**config.mk**
```make
export PLATFORM = sky130hd
export DESIGN_NAME = otter_lsu_flat
export DESIGN_NICKNAME = d
export VERILOG_FILES = /design/src/rtl/otter_lsu_if.sv /design/src/rtl/otter_lsu.sv /design/src/flat_wrapper.sv
export SDC_FILE = /design/constraint.sdc
export NUM_CORES = 1
export LEC_CHECK = 0
export CORE_MARGIN = 2
export CORE_UTILIZATION = 51
export CTS_CLUSTER_DIAMETER = 150
export CTS_CLUSTER_SIZE = 10
export DETAILED_ROUTE_END_ITERATION = 10
export PLACE_DENSITY_LB_ADDON = 0.15
export SLEW_MARGIN = 0
export SYNTH_ARGS = -nofsm -noshare
export SYNTH_HDL_FRONTEND = slang
export SYNTH_SLANG_ARGS = --single-unit
```
**constraint.sdc**
```tcl
create_clock -name CLK -period 5.4 [get_ports CLK]
set_clock_uncertainty 0.2 [all_clocks]
set_input_delay 1.62 -clock CLK [delete_from_list [all_inputs] [get_ports CLK]]
set_output_delay 1.62 -clock CLK [all_outputs]
set_load 0.01 [all_outputs]
```
**src/rtl/otter_lsu_if.sv**
```systemverilog
// OTTER data port 2 bus between the load/store unit and memory.
// The LSU is the master; memory answers on MEM_DOUT2.
interface otter_lsu_if;
  logic [31:0] MEM_ADDR2;
  logic [31:0] MEM_DIN2;
  logic        MEM_READ2;
  logic        MEM_WRITE2;
  logic [1:0]  MEM_SIZE;
  logic        MEM_SIGN;
  logic [31:0] MEM_DOUT2;

  modport master (
    output MEM_ADDR2, MEM_DIN2, MEM_READ2,
    output MEM_WRITE2, MEM_SIZE, MEM_SIGN,
    input  MEM_DOUT2
  );

  modport slave (
    input  MEM_ADDR2, MEM_DIN2, MEM_READ2,
    input  MEM_WRITE2, MEM_SIZE, MEM_SIGN,
    output MEM_DOUT2
  );
endinterface

```
**src/rtl/otter_lsu.sv**
```systemverilog
// OTTER load/store unit: range-checks requests and splits misaligned
// half/word accesses into byte accesses, reassembling split loads.
module otter_lsu #(
  parameter int unsigned MEM_BYTES = 65536,
  parameter logic [31:0] IO_BASE   = 32'h11000000
) (
  input  logic        CLK,
  input  logic        RST,
  input  logic        REQ,
  input  logic        WE,
  input  logic [31:0] ADDR,
  input  logic [31:0] WDATA,
  input  logic [1:0]  SIZE,
  input  logic        SIGN,
  output logic        BUSY,
  output logic        DONE,
  output logic        ERR,
  output logic [31:0] RDATA,
  otter_lsu_if.master mem
);

  localparam logic [2:0] IDLE   = 3'd0;
  localparam logic [2:0] ISSUE  = 3'd1;
  localparam logic [2:0] WAIT   = 3'd2;
  localparam logic [2:0] BISSUE = 3'd3;
  localparam logic [2:0] BWAIT  = 3'd4;
  localparam logic [2:0] FIN    = 3'd5;

  logic [2:0]  state;
  logic        we_r;
  logic [31:0] addr_r;
  logic [31:0] wdata_r;
  logic [1:0]  size_r;
  logic        sign_r;
  logic        err_r;
  logic [1:0]  k;
  logic [31:0] asm_r;
  logic [31:0] rdata_r;

  logic [2:0]  n_bytes;
  logic [32:0] last_byte;
  logic        is_io;
  logic        misal;
  logic        req_err;
  logic        last_k;
  logic        split;
  logic        issue;
  logic [31:0] asm_n;
  logic [31:0] asm_ext;

  always_comb begin
    unique case (SIZE)
      2'd0:    n_bytes = 3'd1;
      2'd1:    n_bytes = 3'd2;
      default: n_bytes = 3'd4;
    endcase
  end

  // Last touched byte computed 33 bits wide so a wrap cannot hide.
  assign last_byte = {1'b0, ADDR} + {30'b0, n_bytes} - 33'd1;
  assign is_io     = ADDR >= IO_BASE;
  assign misal     = (SIZE == 2'd1) ? ADDR[0] :
                     (SIZE == 2'd2) ? |ADDR[1:0] : 1'b0;
  assign req_err   = (SIZE == 2'd3)
                   | (!is_io && last_byte >= 33'(MEM_BYTES))
                   | (is_io && misal);

  assign last_k = (size_r == 2'd1) ? (k == 2'd1) : (k == 2'd3);

  always_comb begin
    asm_n = asm_r;
    asm_n[8*k +: 8] = mem.MEM_DOUT2[7:0];
  end

  assign asm_ext = (size_r == 2'd1) ?
    {sign_r ? 16'h0 : {16{asm_n[15]}}, asm_n[15:0]} : asm_n;

  always_ff @(posedge CLK) begin
    if (RST) begin
      state   <= IDLE;
      we_r    <= 1'b0;
      addr_r  <= '0;
      wdata_r <= '0;
      size_r  <= '0;
      sign_r  <= 1'b0;
      err_r   <= 1'b0;
      k       <= '0;
      asm_r   <= '0;
      rdata_r <= '0;
    end else begin
      unique case (state)
        IDLE: if (REQ) begin
          we_r    <= WE;
          addr_r  <= ADDR;
          wdata_r <= WDATA;
          size_r  <= SIZE;
          sign_r  <= SIGN;
          err_r   <= req_err;
          k       <= '0;
          asm_r   <= '0;
          if (req_err)
            state <= FIN;
          else if (!misal || is_io)
            state <= ISSUE;
          else
            state <= BISSUE;
        end
        ISSUE: state <= we_r ? FIN : WAIT;
        WAIT: begin
          rdata_r <= mem.MEM_DOUT2;
          state   <= FIN;
        end
        BISSUE: begin
          if (!we_r)
            state <= BWAIT;
          else if (last_k)
            state <= FIN;
          else
            k <= k + 2'd1;
        end
        BWAIT: begin
          asm_r <= asm_n;
          if (last_k) begin
            rdata_r <= asm_ext;
            state   <= FIN;
          end else begin
            k     <= k + 2'd1;
            state <= BISSUE;
          end
        end
        FIN:     state <= IDLE;
        default: state <= IDLE;
      endcase
    end
  end

  assign split = (state == BISSUE) || (state == BWAIT);
  assign issue = (state == ISSUE) || (state == BISSUE);

  assign mem.MEM_ADDR2  = split ? addr_r + {30'b0, k} : addr_r;
  assign mem.MEM_DIN2   = split ? {24'b0, wdata_r[8*k +: 8]} : wdata_r;
  assign mem.MEM_SIZE   = split ? 2'd0 : size_r;
  assign mem.MEM_SIGN   = split ? 1'b1 : sign_r;
  assign mem.MEM_READ2  = issue & !we_r;
  assign mem.MEM_WRITE2 = issue & we_r;

  assign BUSY  = state != IDLE;
  assign DONE  = state == FIN;
  assign ERR   = (state == FIN) & err_r;
  assign RDATA = rdata_r;

endmodule

```
**src/flat_wrapper.sv**
```systemverilog
// flat-port wrapper written by rule: the top's interface ports become plain ports
module otter_lsu_flat 
#(
  parameter int unsigned MEM_BYTES = 65536,
  parameter logic [31:0] IO_BASE   = 32'h11000000
)
  (CLK, RST, REQ, WE, ADDR, WDATA, SIZE, SIGN, BUSY, DONE, ERR, RDATA, mem_MEM_ADDR2, mem_MEM_DIN2, mem_MEM_READ2, mem_MEM_WRITE2, mem_MEM_SIZE, mem_MEM_SIGN, mem_MEM_DOUT2);
  otter_lsu_if mem_i ();
  input  logic CLK;
  input  logic RST;
  input  logic REQ;
  input  logic WE;
  input  logic [31:0] ADDR;
  input  logic [31:0] WDATA;
  input  logic [1:0] SIZE;
  input  logic SIGN;
  output logic BUSY;
  output logic DONE;
  output logic ERR;
  output logic [31:0] RDATA;
  output wire logic [$bits(mem_i.MEM_ADDR2)-1:0] mem_MEM_ADDR2;
  output wire logic [$bits(mem_i.MEM_DIN2)-1:0] mem_MEM_DIN2;
  output wire logic [$bits(mem_i.MEM_READ2)-1:0] mem_MEM_READ2;
  output wire logic [$bits(mem_i.MEM_WRITE2)-1:0] mem_MEM_WRITE2;
  output wire logic [$bits(mem_i.MEM_SIZE)-1:0] mem_MEM_SIZE;
  output wire logic [$bits(mem_i.MEM_SIGN)-1:0] mem_MEM_SIGN;
  input wire logic [$bits(mem_i.MEM_DOUT2)-1:0] mem_MEM_DOUT2;
  assign mem_MEM_ADDR2 = mem_i.MEM_ADDR2;
  assign mem_MEM_DIN2 = mem_i.MEM_DIN2;
  assign mem_MEM_READ2 = mem_i.MEM_READ2;
  assign mem_MEM_WRITE2 = mem_i.MEM_WRITE2;
  assign mem_MEM_SIZE = mem_i.MEM_SIZE;
  assign mem_MEM_SIGN = mem_i.MEM_SIGN;
  assign mem_i.MEM_DOUT2 = mem_MEM_DOUT2;
  otter_lsu #(.MEM_BYTES(MEM_BYTES), .IO_BASE(IO_BASE)) u_core (.CLK(CLK), .RST(RST), .REQ(REQ), .WE(WE), .ADDR(ADDR), .WDATA(WDATA), .SIZE(SIZE), .SIGN(SIGN), .BUSY(BUSY), .DONE(DONE), .ERR(ERR), .RDATA(RDATA), .mem(mem_i));
endmodule
```
# Word level (Yosys, flattened, before mapping)
# Cells that the tools add are included.
[word_totals]
register_bits = 138
inputBits = 103
output_inout_bits = 104
[op_classes]
addsub = 5
magnitude_cmp = 2
eq_ne = 15
shift = 3
mux = 27
n_bitwise = 5
reduce_logical = 20
[op_table]
columns = ["cell", "count"]
rows = [
  ["$mux W32", 5],
  ["$pmux W32 S2", 2],
  ["$neg A5 Y34", 1],
  ["$shift A8 B34 Y32 const A", 1],
  ["$shiftx A8 B34 Y32", 1],
  ["$add A32 B3 Y33", 1],
  ["$ge A33 B17 Y1 const B", 1],
  ["$sub A33 B1 Y33 const B", 1],
  ["$add A32 B2 Y32", 1],
  ["$bwmux W32", 1],
  ["$ge A32 B29 Y1 const B", 1],
  ["$shiftx A32 B6 Y8", 1],
  ["$mux W3", 6],
  ["$mux W16", 1],
  ["$pmux W3 S5", 1],
  ["$mux W2", 5],
  ["$reduce_and A2 Y1", 4],
  ["$eq A2 B1 Y1 const B", 3],
  ["$eq A2 B2 Y1 const B", 3],
  ["$eq A3 B2 Y1 const B", 2],
  ["$eq A3 B3 Y1 const B", 2],
  ["$pmux W2 S3", 1],
  ["$pmux W3 S2", 1],
  ["$reduce_bool A3 Y1", 2],
  ["other kinds (16)", 29],
]

# Longest topological paths before layout
# Gate-level depths: netlist of run 1.
[depth]
depth_word = 11
depth_mapped = 18

# Worst setup path after synthesis of run 1
# Ideal clock, no wire load.
[synth_path]
path_type = "input to register"
from = "input SIZE[1]"
to = "register u_core.err_r"
setup_time_ns = 0.130
arrival_time_ns = 4.479
required_time_ns = 5.070
path_slack_ns = 0.591
path_stages = 18
path_buffers = 0
cell_sequence = "inv_1 > nand2_1 > ha_1 > inv_1 > ha_1 > inv_1 > fa_1 > nor2b_1 > o311ai_0 > a21oi_1 > o31ai_1 > mux2_2 > a311oi_1 > o2111ai_1 > nor4_1 > nand4_1 > o21ai_1 > o31ai_1"
[synth_via]
elab_chain_cells = 8
[synth_rtl]
columns = ["element", "line", "text"]
rows = [
  ["start, declared", "flat_wrapper.sv:15", "input logic [1:0] SIZE;"],
  ["$eq A2 B1 Y1 / $logic_not A2 Y1 (equally long branches)", "otter_lsu.sv:52, otter_lsu.sv:62", ""],
  ["$pmux W3 S2", "otter_lsu.sv:52", "unique case (SIZE)"],
  ["$add A32 B3 Y33", "otter_lsu.sv:60", "assign last_byte = {1'b0, ADDR} + {30'b0, n_bytes} - 33'd1;"],
  ["$sub A33 B1 Y33", "otter_lsu.sv:60", ""],
  ["$ge A33 B17 Y1", "otter_lsu.sv:65", "| (!is_io && last_byte >= 33'(MEM_BYTES))"],
  ["$logic_and A1 B1 Y1", "otter_lsu.sv:65", ""],
  ["$or A1 B1 Y1", "otter_lsu.sv:65", ""],
  ["$or A1 B1 Y1 (*)", "otter_lsu.sv:66", "| (is_io && misal);"],
  ["end signal, assigned", "otter_lsu.sv:98", "err_r <= req_err;"],
  ["end, declared", "otter_lsu.sv:35", "logic err_r;"],
]
# Every way passes the cells marked *; elsewhere a longest branch is shown, timed or not.
# A chain may end at the register's enable or synchronous reset.

# Worst setup path after layout of run 1
[layout_path]
from = "register u_core.state[1]"
to = "output mem_MEM_ADDR2[28]"
[layout_via]
elab_chain_cells = 3
[layout_rtl]
columns = ["element", "line", "text"]
rows = [
  ["start, declared", "otter_lsu.sv:29", "logic [2:0] state;"],
  ["start signal, assigned", "otter_lsu.sv:108", "ISSUE: state <= we_r ? FIN : WAIT;"],
  ["$eq A3 B2 Y1 / $eq A3 B3 Y1 (equally long branches)", "otter_lsu.sv:137", "assign split = (state == BISSUE) || (state == BWAIT);"],
  ["$logic_or A1 B1 Y1 (*)", "otter_lsu.sv:137", ""],
  ["$mux W32 (*)", "otter_lsu.sv:140", "assign mem.MEM_ADDR2 = split ? addr_r + {30'b0, k} : addr_r;"],
  ["end, declared", "flat_wrapper.sv:21", "output wire logic [$bits(mem_i.MEM_ADDR2)-1:0] mem_MEM_ADDR2;"],
]
# Marked as above.

==> results.md, run 1 <==
- Outcome: complete, no violations
- Area Overhead vs Synth: 37.8%
- Clock sink total: between 100 and 150
- Leading area contributor after synthesis: dfxtp_1
- Fmax: about 0.19 GHz
- Number of flops mapped to enable cells by yosys: 0
- Setup-failing EPs final: 0
- Final period util: 97.4%
- DP Wirelength: 21.5 mm
- Total track usage: 30.5%
- Hold WC Path Type: reg2reg
- RR Startpoint: u_core.k[0]
- Ranking of synthesized cells by area: dfxtp_1 31%, a21oi_1 10%, ha_1 7.8%, nand2_1 7.7%, nor2_1 6.2%
- Cell Chain, Critical Path: nor2b_2 > nand2_1 > nand2_2 > nand2_1 > nor3_2 > and3_4 > and3_1 > and2_1 > and4_1 > nand2_1 > xnor2_1 > clkdlybuf4s50_1
- Post-CTS Setup Repair Bufs: 0
- Setup slack, reg-to-reg: roughly 1.6 ns
- Hold EP: u_core.wdata_r[6]
- Clock tree root driver cell: clkbuf_16
- Drt drc: 0
- Peak VDD IR: 0.224 mV
- Synthesized area: approximately 9000 um2
- Asr flop ratio synth: 0%
- Global route overflow: 0
- Ys flop type: dfxtp_1
- Top post-synthesis cells by count: 185 x a21oi_1, 183 x nand2_1, 147 x nor2_1
- CP dominant cell by count: nand2_1
- Total CTS buffers: 17
- Worst slew pin tran: 1.17 ns
- Full die area: roughly 18000 um2
- Final Hold Fails: 0
- Slew HR: a little over a fifth
- Most common cell in the netlist: a21oi_1
- Synthesis-stage register bit count: 138
- Layout cells sized above 1: 9.97%
- FF-to-FF End: u_core.RDATA[28]
- CP max stage delay: 0.56 ns
- Top delay family on crit path: simple AND/OR/NAND/NOR gates
- Hold depth: 2
- Min Clock Period, post-route: 5.26 ns
- Arr. time, crit path: 3.44 ns
- CTS tree: built
- CTS Buffer Depth: 2
- Register area share after synthesis: 31.1%
- Pwr/cell area: 284 nW/um2
- Slowest CP cell: clkdlybuf4s50_1
- Via count: 9694
- Synth Instances: 1228
- Placer Congestion: 0.984
- Die Wd: 136 um
- Worst-path fanout max: 11
- Final worst setup slack: roughly 0.14 ns
- Routed len/inst: 16.9 um
- Placeable Area: between 15000 and 20000 um2
- Skew-Pair Late Insertion Delay: between 0.4 and 0.5 ns
- Initial Util: 51.7%
- Post-DR vias/cell: 5.67
- Syn Area/Cell: between 7 and 8 um2
- Max Cap Violations: 0
- Worst EP required: between 3 and 4 ns
- Antenna violations before repair: 1
- DR iter-0 viols: 738
- Fin. max-slew vios: 0
- Critical Path Source Type: flip-flop
- Die H: approximately 140 um
- Hold path start: u_core.wdata_r[6]
- Synth Warn #: 0
- Vias in the first global route: 8912
- # rows: 48
- Dpl ws: -0.425 ns
- Pre-antenna DRT Iters: 5
- WL final: 28.9 mm
- Nets: approximately 1600
- Clock transition at path regs: 0.06 ns
- Port Buf Inserts: 206
- Kind of critical path: reg2out
- Syn Nets: between 1000 and 1500
- Top Ports: 207
- CP Capture Type: primary output
- Largest net degree at the start of global routing: 106
- CTS H-tree lvls: 4
- Top cell type's share of synthesized area: 31.1%
- Depth of the most critical reg-to-reg path: 12
- Crit path buf inv count: 1
- Final ANT Viol Nets: 0
- First-pass GRT wire length: 44.7 mm
- Distinct cells, synth: 67
- Lkg Pwr: 4.93 nW
- TNS Setup: 0 ns
kinds of logic (layout without fill, tap and decap cells):
family,after synthesis,after routing,share of synthesized area (%)
mux,10,10,1.16
compound gates,321,321,21.8
buf+inv,123,379,5.37
simple gates,540,540,28.5
flops,138,138,31.1
fa+ha+maj,57,57,8.21
other cells,0,1,0
xor+xnor,39,39,3.85
worst reg2reg max path, stage by stage (launching register included):
cell and delay, ns:
dfxtp_1 0.34, buf_4 0.27, inv_1 0.32, ha_1 0.47, nand2_1 0.07, nor3_1 0.85
nand2_1 0.13, o21ai_0 0.13, nand2_1 0.15, o31ai_1 0.22, buf_4 0.25, a221oi_1 0.11
nor3_1 0.24
sequential cells by signal (all words and copies together), names as in the netlist, 2 cells and up:
register	count
u_core.wdata_r	32
u_core.asm_r	32
u_core.addr_r	32
u_core.size_r	2
u_core.k	2
u_core.RDATA	32
u_core.state	3
metal layers:
metal | global-route usage [%] | vias to the layer above | wire [um]
met5 | 0 | - | 0
met4 | 10.6 | 0 | 671
met3 | 6.82 | 49 | 1970
met2 | 50.8 | 344 | 13700
met1 | 38.9 | 4535 | 12500
li1 | - | 4766 | -
cells in the final DEF (no fill, tap or decap), types with 4 or more instances in the layout:
| cell type | count |
|---|---|
| a211oi_1 | 6 |
| a21o_1 | 11 |
| a21oi_1 | 185 |
| a221oi_1 | 17 |
| a31oi_1 | 21 |
| and2_1 | 6 |
| and3_1 | 38 |
| buf_4 | 86 |
| clkbuf_16 | 17 |
| clkdlybuf4s50_1 | 205 |
| clkinv_4 | 4 |
| dfxtp_1 | 137 |
| ha_1 | 55 |
| inv_1 | 53 |
| mux2i_1 | 8 |
| nand2_1 | 181 |
| nand2b_1 | 16 |
| nand3_1 | 23 |
| nand4_1 | 12 |
| nor2_1 | 145 |
| nor2b_1 | 41 |
| nor3_1 | 42 |
| o2111ai_1 | 5 |
| o21a_1 | 5 |
| o21ai_0 | 20 |
| o21bai_1 | 4 |
| o22a_1 | 9 |
| o31ai_1 | 6 |
| or2_2 | 4 |
| xnor2_1 | 30 |
| xor2_1 | 9 |
cell type report:
type                    count  area (um2)
repair buffers            291        2700
clock inverters            13         134
well taps                 225         282
fillers                  1465        4950
diodes                      1        2.50
clock buffers              19         443
flip-flops and latches    138        2770
multi-input cells         967        5690
inverters                  56         210
how the worst max path moves through the flow:
stage,cells after the start,slack (ns),endpoint,start
floorplan,18,0.59,u_core.err_r,SIZE[1]
global placement,19,-0.35,u_core.err_r,SIZE[1]
detailed placement,19,-0.42,u_core.err_r,SIZE[1]
CTS,12,0.01,mem_MEM_ADDR2[28],u_core.state[1]
global route,12,-0.06,mem_MEM_ADDR2[30],u_core.state[1]
finish,12,0.14,mem_MEM_ADDR2[28],u_core.state[1]
stage by stage:
stage	power, mW	std cells	hold slack, ns	area [um2]	utilization (%)
4_1_cts	3.47	1709	0.260	12200	71.0
3_3_place_gp	2.31	1677	0.243	11600	67.6
2_1_floorplan	1.82	1228	0.236	8870	-
3_5_place_dp	2.32	1677	0.249	11600	67.6
5_1_grt	3.63	1709	0.287	12200	71.2
6_report	3.47	1710	0.257	12200	71.2
where the power goes:
| group | leakage, nW | total, mW | switching, mW | internal, mW |
|---|---|---|---|---|
| combinational | 3.53 | 1.13 | 0.617 | 0.514 |
| sequential | 1.12 | 1.19 | 0.0744 | 1.11 |
| clock | 0.278 | 1.16 | 0.499 | 0.658 |
| total | 4.93 | 3.47 | 1.19 | 2.28 |
what timing repair did:
item                       4_1_cts  5_1_grt
setup endpoints to repair        6        8
pin swaps                        0        4
gates resized for setup          6        9
gates cloned                     0        0
hold buffers                     0        0
(Power assumes the default switching activity.)
==> inputs of run 2 (changes only) <==
==> constraint.sdc (replaced) <==
create_clock -name CLK -period 5.4 [get_ports CLK]
set_clock_uncertainty 0.2 [all_clocks]
set_input_delay 0.54 -clock CLK [delete_from_list [all_inputs] [get_ports CLK]]
set_output_delay 0.54 -clock CLK [all_outputs]
set_load 0.01 [all_outputs]
==> run 2 against run 1 <==
Flip-flop and latch count unchanged. Register-to-register slack better by 0.15 ns. Final area down 4.9%. Sequential share of layout area up 1.1 points. Highest routed layer unchanged. Largest power group unchanged. Wire length down 4.3%. Cell count down 4.3%. Combinational power down 6%. Worst hold slack worse by 0.0017 ns. Power down 2.6%. Die area unchanged.
==> results.md, run 2 (same netlist as run 1, synthesis figures left out) <==
- Worst-path fanout max: 27
- Total track usage: 29.4%
- Max Cap Violations: 0
- # rows: 48
- Min Clock Period, post-route: 4.85 ns
- CTS Buffer Depth: 2
- Global route overflow: 0
- Worst EP required: 4.66 ns
- Lkg Pwr: 4.58 nW
- Commonest non-fill, non-tap cell in the layout: clkdlybuf4s50_1
- Fmax: 0.206 GHz
- WL final: around 28 mm
- Initial Util: 51.7%
- Arr. time, crit path: 4.11 ns
- Final Hold Fails: 0
- Full die area: 18500 um2
- DR iter-0 viols: about 730
- Critical Path Source Type: flip-flop
- Die H: 136 um
- Antenna violations before repair: 0
- Layout cells sized above 1: between 4 and 5%
- Final ANT Viol Nets: 0
- Outcome: complete, no violations
- Post-DR vias/cell: around 5.7
- Die Wd: between 100 and 150 um
- Total CTS buffers: 17
- Via count: 9376
- Area Overhead vs Synth: 31.0%
- RSZ-0062 raised after global routing: false
- Setup-failing EPs final: 0
- DP Wirelength: 20.1 mm
- Placer Congestion: 0.938
- Fin. max-slew vios: 0
- Clock sink total: 138
- Drt drc: 0
- CP Capture Type: primary output
- Slew HR: roughly 20%
- Depth of the most critical reg-to-reg path: 12
- Post-Layout Cell Count: 1637
- CTS H-tree lvls: 4
- Kind of critical path: reg2out
- # placed instances: between 1500 and 2000
- Placeable Area: 17200 um2
- Top Ports: 207
- Routed len/inst: 16.9 um
- Worst slew pin tran: between 1 and 1.5 ns
- Clock transition at path regs: 0.06 ns
- Most frequent cells in the layout: 205 x clkdlybuf4s50_1, 185 x a21oi_1, 182 x nand2_1, 146 x nor2_1, 138 x dfxtp_1
- Peak VDD IR: 0.224 mV
- Largest net degree at the start of global routing: 106
- Post-CTS Setup Repair Bufs: 0
- Skew-Pair Late Insertion Delay: approximately 0.42 ns
- Post-CTS sizing: 0
- Port Buf Inserts: 206
- Post-CTS Hold Buffers: 0
- Hold WC Path Type: reg2reg
- Pwr/cell area: 291 nW/um2
- First-pass GRT wire length: 43.6 mm
- TNS Setup: 0 ns
- Final period util: between 80% and 90%
- CTS tree: built
- Clock tree root driver cell: clkbuf_16
- Hold depth: 2
- Vias in the first global route: 8601
- Pre-antenna DRT Iters: 5
- Nets: ~1600
[run 2: cell types whose count changed in the layout (fill, tap and decap cells not counted), sizes merged]
cell and change:
clkinv -2, inv +4, bufinv -1, clkbuf -1, buf -73
[run 2: area by class of cell]
| type | instances | area [um2] |
|---|---|---|
| Timing Repair Buffer | 218 | 2150 |
| Fill cell | 1561 | 5550 |
| Sequential cell | 138 | 2760 |
| Clock inverter | 14 | 125 |
| Antenna cell | 1 | 2.50 |
| Multi-Input combinational cell | 967 | 5650 |
| Tap cell | 225 | 282 |
| Inverter | 56 | 210 |
| Clock buffer | 18 | 439 |
[run 2: final timing paths]
| check | start | to | slack (ns) |
|---|---|---|---|
| hold / removal | u_core.wdata_r[7] | u_core.wdata_r[7] | 0.25 |
| hold reg to reg | u_core.wdata_r[7] | u_core.wdata_r[7] | 0.25 |
| setup reg to reg | u_core.k[0] | u_core.RDATA[28] | 1.71 |
| setup / recovery | u_core.state[1] | mem_MEM_ADDR2[30] | 0.55 |
[run 2: metrics by stage]
step / setup slack (ns) / utilization [%] / total power [mW] / hold slack (ns) / instance area (um2)
2_1_floorplan: 1.67 / - / 1.82 / 0.236 / 8870
3_3_place_gp: 0.843 / 64.4 / 2.24 / 0.243 / 11100
3_5_place_dp: 0.659 / 64.4 / 2.25 / 0.248 / 11100
4_1_cts: 0.511 / 67.7 / 3.38 / 0.257 / 11600
5_1_grt: 0.171 / 67.7 / 3.54 / 0.276 / 11600
6_report: 0.549 / 67.7 / 3.39 / 0.255 / 11600
[run 2: report_power, final]
| part | internal, mW | switching (mW) | leakage, nW |
|---|---|---|---|
| logic | 0.462 | 0.594 | 3.18 |
| clock network | 0.620 | 0.519 | 0.277 |
| registers | 1.11 | 0.0785 | 1.12 |
| total | 2.19 | 1.19 | 4.58 |
[run 2: per-layer routing]
metal / wire length [um] / global-route usage [%]
met5: 0 / 0
met4: 606 / 8.80
met3: 2140 / 5.37
met2: 12800 / 48.6
met1: 12100 / 39.0
[run 2: critical path, cell delays in order, from the launching register on]
cell,delay (ns)
dfxtp_1,0.50
nor2b_1,0.27
nand2_1,0.08
buf_4,0.23
nand2_1,0.20
nand2_1,0.14
nor3_1,0.40
and3_1,0.39
and3_1,0.25
and2_1,0.22
and4_1,0.25
nand2_1,0.07
xnor2_1,0.15
clkdlybuf4s50_1,0.56
